==> src/rtl/fetch_controller.sv <==
// Fetches instructions into a single IR and shares the memory port with a debug reader.
// Latency: IR valid one cycle after FETCH; debug data one cycle after the grant.
// Backpressure: IR held until ir_ready; fetch always has priority over debug access.
module fetch_controller #(
    parameter logic [3:0] HALT_OPCODE = 4'hF,
    parameter logic [7:0] RESET_PC    = 8'h00
) (
    input  logic       clk,
    input  logic       rst_n,
    input  logic       start,
    output logic [7:0] imem_addr,
    input  logic [7:0] imem_data,
    output logic [7:0] ir_out,
    output logic       ir_valid,
    input  logic       ir_ready,
    input  logic       branch_en,
    input  logic [7:0] branch_target,
    input  logic       dbg_req,
    input  logic [7:0] dbg_addr,
    output logic [7:0] dbg_data,
    output logic       dbg_ack,
    output logic [7:0] pc_out,
    output logic       halted
);

    localparam logic [1:0] ST_IDLE  = 2'd0;
    localparam logic [1:0] ST_FETCH = 2'd1;
    localparam logic [1:0] ST_HOLD  = 2'd2;
    localparam logic [1:0] ST_HALT  = 2'd3;

    logic [1:0] state, state_nxt;
    logic [7:0] pc, pc_nxt;
    logic [7:0] ir, ir_nxt;
    logic       ir_vld, ir_vld_nxt;
    logic       dbg_gnt;
    logic       consume;

    // Debug only borrows the port in cycles the fetch path leaves it free.
    assign dbg_gnt   = dbg_req && (state != ST_FETCH);
    assign imem_addr = dbg_gnt ? dbg_addr : pc;
    assign consume   = ir_vld && ir_ready;

    always_comb begin
        state_nxt  = state;
        pc_nxt     = pc;
        ir_nxt     = ir;
        ir_vld_nxt = ir_vld;
        case (state)
            ST_IDLE: begin
                if (start) state_nxt = ST_FETCH;
            end
            ST_FETCH: begin
                ir_nxt     = imem_data;
                ir_vld_nxt = 1'b1;
                pc_nxt     = pc + 8'd1;
                state_nxt  = (imem_data[7:4] == HALT_OPCODE) ? ST_HALT : ST_HOLD;
            end
            ST_HOLD: begin
                if (consume) begin
                    ir_vld_nxt = 1'b0;
                    state_nxt  = ST_FETCH;
                    if (branch_en) pc_nxt = branch_target;
                end
            end
            ST_HALT: begin
                if (consume) begin
                    ir_vld_nxt = 1'b0;
                    if (branch_en) pc_nxt = branch_target;
                end
                // Resuming discards a halting instruction nobody consumed.
                if (start) begin
                    ir_vld_nxt = 1'b0;
                    state_nxt  = ST_FETCH;
                end
            end
            default: state_nxt = ST_IDLE;
        endcase
    end

    always_ff @(posedge clk or negedge rst_n) begin
        if (!rst_n) begin
            state  <= ST_IDLE;
            pc     <= RESET_PC;
            ir     <= 8'h00;
            ir_vld <= 1'b0;
        end else begin
            state  <= state_nxt;
            pc     <= pc_nxt;
            ir     <= ir_nxt;
            ir_vld <= ir_vld_nxt;
        end
    end

    always_ff @(posedge clk or negedge rst_n) begin
        if (!rst_n) begin
            dbg_data <= 8'h00;
            dbg_ack  <= 1'b0;
        end else begin
            dbg_ack <= dbg_gnt;
            if (dbg_gnt) dbg_data <= imem_data;
        end
    end

    assign ir_out   = ir;
    assign ir_valid = ir_vld;
    assign pc_out   = pc;
    assign halted   = (state == ST_HALT);

endmodule

==> config.mk <==
export PLATFORM = sky130hd
export DESIGN_NAME = fetch_controller
export DESIGN_NICKNAME = d
export VERILOG_FILES = /design/src/rtl/fetch_controller.sv
export SDC_FILE = /design/constraint.sdc
export NUM_CORES = 1
export LEC_CHECK = 0
export CORE_MARGIN = 3
export CORE_UTILIZATION = 30
export DETAILED_ROUTE_END_ITERATION = 16
export PLACE_DENSITY = 0.57
export RECOVER_POWER = 100
export SETUP_SLACK_MARGIN = 0.3
export SYNTH_ARGS = -nofsm -noshare
export SYNTH_HDL_FRONTEND = slang
export SYNTH_SLANG_ARGS = --single-unit
==> constraint.sdc <==
create_clock -name clk -period 2.4 [get_ports clk]
set_clock_uncertainty 0.1 [all_clocks]
set_input_delay 0.48 -clock clk [delete_from_list [all_inputs] [get_ports clk]]
set_output_delay 0.48 -clock clk [all_outputs]
set_load 0.1 [all_outputs]
==> results.py, run 1 <==
metrics = {
    "global_route": {
        "grt_pass1_vias": 1357,
        "gr-total-overflow": 0,
        "track_usage_pct": 14.5,
        "antenna_found_initial": 0,
        "grt_start_max_net_pins": 29,
        "grt_first_pass_wirelength_um": 6990,
    },
    "critical_path": {
        "worstRegToRegCells": 8,
        "ff2ff_setup_slack_ps": 430,
        "critPathLaunchType": "register",
        "timing_worst_setup_path_type": "reg2out",
        "endpoint_kind": "output port",
        "reg2reg_from": "state[0]",
        "crit_required_ps": 1820,
        "capture_instance_of_the_worst_register_to_register_path": "pc_out[5]",
        "worst-path-max-fanout": 5,
        "crit_arrival_ps": 1760,
    },
    "synthesis": {
        "synth-seq-area-share_pct": 47.6,
        "postSynthCellCount": 126,
        "post-synth-top-area-cell": "dfrtp_1",
        "yosys_warnings": 0,
        "post_synth_main_area_contributors": "dfrtp_1 (48%), mux2_2 (12%), mux2_1 (5.4%), ha_1 (5.1%), nand2_1 (3.1%)",
        "synth.avg_cell_area_um2": 11.7,
        "seq_cells_post_synth": 28,
        "yosys.area.top_type_share_pct": 47.6,
        "syn-num-nets": 162,
        "synth.cell_area_mm2": 0.00147,
        "synth_cell_type_count": 31,
    },
    "sta": {
        "grt_setup_unrepaired": "yes",
        "layout_worst_path_cycle_share_pct": 97.6,
        "timing.hold.ws_ps": 417,
        "final_period_minus_worst_setup_slack_ps": 2340,
        "achievable-frequency_mhz": 427,
        "final-hold-violation-count": 0,
        "slew_headroom_pct": 22.7,
        "tightestPinTransition_ps": 1160,
        "final.setup.tns_ps": 0,
        "slew_viol_final": 0,
        "final-setup-viol-count": 0,
    },
    "run_status": {
        "status": "finished, final reports clean",
    },
    "layout": {
        "final_layout_size_suffix_gt1_share_pct": 44.4,
        "final_net_count": 242,
        "mostFrequentLayoutCells": "clkdlybuf4s50_1 (27), dfrtp_1 (26), buf_4 (18), mux2_2 (16), clkbuf_2 (15)",
        "antennaDiodeCount": 0,
        "multi_input_comb_area_um2": 766,
        "layout_commonest_cell": "clkdlybuf4s50_1",
        "fillerInstances": 405,
        "area.sequential_um2": 703,
        "area_delta_synth_final_pct": 65.8,
        "finalCoreUtilization_pct": 53.8,
    },
    "clock_tree": {
        "worst_skew_pair.late_latency_ps": 280,
        "clock_edge_transition_at_the_registers_on_the_reported_setup_and_hold_paths_ps": 100,
        "numCtsBuffers": 3,
        "cts.sinks": 28,
        "clock_tree_from_tritoncts": "yes",
        "deepest_level_of_the_cts_h_tree": 1,
        "ctsRootBufferMaster": "clkbuf_8",
        "cts_buffer_depth": 2,
    },
    "placed_design": {
        "detailedPlacementHpwl_um": 2990,
        "numPortBuffers": 64,
        "finalWeightedCongestion": 0.761,
    },
    "die": {
        "start_util_pct": 32.5,
        "boundaryPins": 65,
        "rows": 24,
        "coreArea_mm2": 0.00453,
        "die_area_mm2": 0.00579,
        "chipHeight_um": 76.1,
        "die_width_um": 76.1,
    },
    "detailed_routing": {
        "drt_first_pass_iters": 4,
        "postRouteWirelength_um": 4020,
        "via_count": 1260,
        "drc": 0,
        "detail-route-antenna-nets": 0,
        "drtIter0Drc": 81,
        "post_drt_wl_per_cell_um": 14.9,
        "viasPerCell": 4.67,
    },
    "run": {
        "cap_violations": 0,
    },
    "min_path": {
        "hold_critical_path_endpoint": "ir_out[2]",
        "timing.hold.worst_path_depth": 1,
        "min-delay-path-class": "reg2reg",
        "hold_path.startpoint": "ir_out[2]",
    },
}
==> per-layer routing <==
metal / global-route usage (%) / share of wire (%)
met2: 24.9 / 47
met1: 18.9 / 46
met4: 2.17 / 0
met3: 3.55 / 6.5
met5: 0 / 0
==> final cells by class <==
class / count / area share [%]
Inverter: 4 / 0.615
Multi-Input combinational cell: 88 / 31.4
Timing Repair Buffer: 81 / 33.0
Tap cell: 65 / 3.33
Sequential cell: 28 / 28.8
Clock inverter: 1 / 1.23
Clock buffer: 3 / 1.69
==> metrics by stage <==
stage          cells  area, um2  setup WS [ps]
2_1_floorplan    126       1540            187
3_3_place_gp     254       2270           18.4
3_5_place_dp     254       2270           10.5
4_1_cts          270       2490           61.2
5_1_grt          270       2440          -6.20
6_report         270       2440           56.7
==> state kept, by name, summed over array words and instances, names as in the netlist <==
name and flops:
dbg_ack 1, dbg_data 8, ir_out 8, ir_valid 1, pc_out 8, state 2
==> synthesized netlist by cell type, drive strengths merged <==
cell and n:
dfrtp 28, or2 2, mux2 23, a31oi 2, nand2 12, nand4 1, o21ai 8, nand3 4
a21oi 11, and4 1, nand2b 2, o21a 1, inv 4, a2bb2oi 1, nor2 4, nand4b 1
o311ai 1, o32ai 1, o22ai 3, o2bb2ai 1, buf 6, nor2b 1, ha 6, mux2i 1
nor3b 1
==> worst max-delay path by stage <==
| stage | from | to | slack (ps) | depth (start not counted) |
|---|---|---|---|---|
| detailed placement | dbg_req | imem_addr[3] | 10 | 5 |
| global route | state[1] | imem_addr[6] | -6 | 7 |
| floorplan | state[1] | imem_addr[4] | 190 | 7 |
| global placement | dbg_req | imem_addr[0] | 20 | 5 |
| finish | state[0] | imem_addr[6] | 60 | 6 |
| CTS | state[0] | imem_addr[6] | 60 | 6 |
==> kinds of logic after synthesis <==
logic type,synth area share (%)
flops,47.6
buf+inv,4.50
fa+ha+maj,5.10
compound gates,14.9
simple gates,9.69
mux,18.3
==> critical path, cell delays in order, from the launching register on <==
cell,delay (ps)
dfrtp_2,440
ha_4,180
nor2b_4,150
buf_6,120
buf_12,110
mux2_4,320
buf_12,170
==> timing repair <==
| action | in CTS | in global routing |
|---|---|---|
| buffers inserted | 11 | 0 |
| pin swaps | 3 | 1 |
| hold buffers | 0 | 0 |
| setup endpoints to repair | 9 | 8 |
| cloned | 1 | 0 |
| hold endpoints to repair | 0 | 0 |
| resized for setup | 6 | 0 |
Power of run 1 is left out: the tool's default activity adds up to more than one toggle a clock period on the data nets, which glitch-free logic cannot reach.
==> inputs of run 2 (changes only) <==
--- a/config.mk
+++ b/config.mk
@@ -12,2 +12,3 @@
 export RECOVER_POWER = 100
+export REMOVE_ABC_BUFFERS = 1
 export SETUP_SLACK_MARGIN = 0.3
==> constraint.sdc (replaced) <==
create_clock -name clk -period 2.9 [get_ports clk]
set_clock_uncertainty 0.1 [all_clocks]
set_input_delay 0.725 -clock clk [delete_from_list [all_inputs] [get_ports clk]]
set_output_delay 0.725 -clock clk [all_outputs]
set_load 0.1 [all_outputs]
==> run 2 against run 1 <==
  * The run now ends with max-capacitance violations, max-slew violations left
  * Routed wire length is 2.3% lower
  * Cell count fell by 2.2%
  * First-iteration DRC count fell by 17%
  * Count of clock-buffer cells in the layout increased by 1
  * Via count unchanged
  * Die area unchanged
  * Largest cell class is now multi-input gates
  * Highest routed layer is now met4
==> results.py, run 2 (same netlist as run 1, synthesis figures left out) <==
metrics = {
    "run_status": {
        "status": "finished, violations left",
        "failing_checks": "max-capacitance violations, max-slew violations",
    },
    "sta": {
        "final-hold-violation-count": 0,
        "final.setup.tns_ps": 0,
        "slew_viol_final": 29,
        "slew_headroom_pct": -4.91,
        "tightestPinTransition_ps": 1570,
        "achievable-frequency_mhz": 379,
        "layout_worst_path_cycle_share_pct": 90.9,
        "final-setup-viol-count": 0,
        "final.setup.worst_slack_ps": 262,
        "final_period_minus_worst_setup_slack_ps": 2640,
        "grt_setup_unrepaired": "no",
    },
    "clock_tree": {
        "cts.sinks": 28,
        "worst_skew_pair.late_latency_ps": 270,
        "numCtsBuffers": 3,
        "clock_edge_transition_at_the_registers_on_the_reported_setup_and_hold_paths_ps": 100,
        "clock_tree_from_tritoncts": "yes",
        "ctsRootBufferMaster": "clkbuf_8",
        "cts_buffer_depth": 2,
        "deepest_level_of_the_cts_h_tree": 1,
    },
    "critical_path": {
        "crit_path_cell_trace": "inv_1 > ha_1 > nor2b_4 > buf_6 > mux2_4 > buf_4",
        "worst-path-stages": 6,
        "worst-path-max-fanout": 5,
        "ff2ff_setup_slack_ps": 700,
        "critical_path.top_delay_family": "buffers and inverters",
        "max_stage_delay_ps": 360,
        "timing_worst_setup_path_type": "reg2out",
        "capture_instance_of_the_worst_register_to_register_path": "pc_out[2]",
        "cp.buffers_inverters": 3,
        "endpoint_kind": "output port",
        "reg2reg_from": "state[1]",
        "crit_required_ps": 2080,
        "worstRegToRegCells": 7,
        "crit_path_top_delay_cell": "dfrtp_1",
        "crit_arrival_ps": 1810,
        "timing.critical_path.from": "state[1]",
        "critPathLaunchType": "register",
        "worst_setup_path_endpoint": "imem_addr[3]",
    },
    "detailed_routing": {
        "drt_first_pass_iters": 4,
        "postRouteWirelength_um": 3920,
        "detail-route-antenna-nets": 0,
        "via_count": 1260,
        "drtIter0Drc": 67,
        "viasPerCell": 4.77,
        "post_drt_wl_per_cell_um": 14.9,
        "drc": 0,
    },
    "placed_design": {
        "numPortBuffers": 64,
        "pre_cts_ws_ps": -65.1,
        "finalWeightedCongestion": 0.722,
        "detailedPlacementHpwl_um": 2860,
        "detailed_place.area_mm2": 0.00219,
    },
    "layout": {
        "stdcell_area_mm2": 0.00217,
        "finalCoreUtilization_pct": 48.0,
        "final_layout_size_suffix_gt1_share_pct": 25.6,
        "final_net_count": 236,
        "fillerInstances": 454,
        "multi_input_comb_area_um2": 724,
        "antennaDiodeCount": 0,
        "area.sequential_um2": 701,
        "area_delta_synth_final_pct": 47.7,
        "mostFrequentLayoutCells": "clkbuf_1 (30), dfrtp_1 (28), clkdlybuf4s50_1 (27), mux2_2 (16), nand2_1 (12)",
        "layout_commonest_cell": "clkbuf_1",
    },
    "global_route": {
        "antenna_found_initial": 0,
        "gr-total-overflow": 0,
        "track_usage_pct": 14.2,
        "grt_start_max_net_pins": 29,
        "grt_first_pass_wirelength_um": 6840,
        "grt_pass1_vias": 1352,
    },
    "die": {
        "start_util_pct": 32.5,
        "coreArea_mm2": 0.00453,
        "rows": 24,
        "die_area_mm2": 0.00579,
        "boundaryPins": 65,
        "chipHeight_um": 76.1,
        "die_width_um": 76.1,
    },
    "run": {
        "cap_violations": 1,
    },
    "min_path": {
        "min-delay-path-class": "reg2reg",
        "hold_path.startpoint": "ir_out[3]",
    },
}
==> run 2: timing repair <==
item	CTS	global route
setup buffers	4	1
endpoints found under the hold margin	0	0
gates cloned	1	0
endpoints found under the setup margin	8	8
hold buffers	0	0
resized for setup	22	4
==> run 2: area by class of cell <==
| cell class | instances | share of cell area (%) |
|---|---|---|
| timing repair buffer | 75 | 27.5 |
| sequential | 28 | 32.2 |
| tap | 65 | 3.74 |
| multi-input combinational | 88 | 33.3 |
| clock buffer | 4 | 2.53 |
| inverter | 4 | 0.690 |
==> run 2: stage by stage <==
stage / hold slack [ps] / std cells
global route: 437 / 264
floorplan: 329 / 120
detailed placement: 397 / 254
finish: 413 / 264
global placement: 395 / 254
CTS: 420 / 263
==> run 2: per-layer routing <==
metal	GRT usage, %	share of wire [%]	wire (um)
met1	18.5	46	1800
met2	23.0	46	1800
met3	4.26	7.4	291
met4	3.26	0.84	33
met5	0	0	0
==> run 2: how the worst min path moves through the flow <==
stage	to	cells past startpoint	slack, ps
finish	ir_out[3]	1	410
global route	ir_out[5]	1	440
CTS	ir_out[3]	1	420
detailed placement	ir_out[3]	1	400
global placement	ir_out[0]	1	400
floorplan	dbg_ack	0	330
Power of run 2 is left out for the same reason.
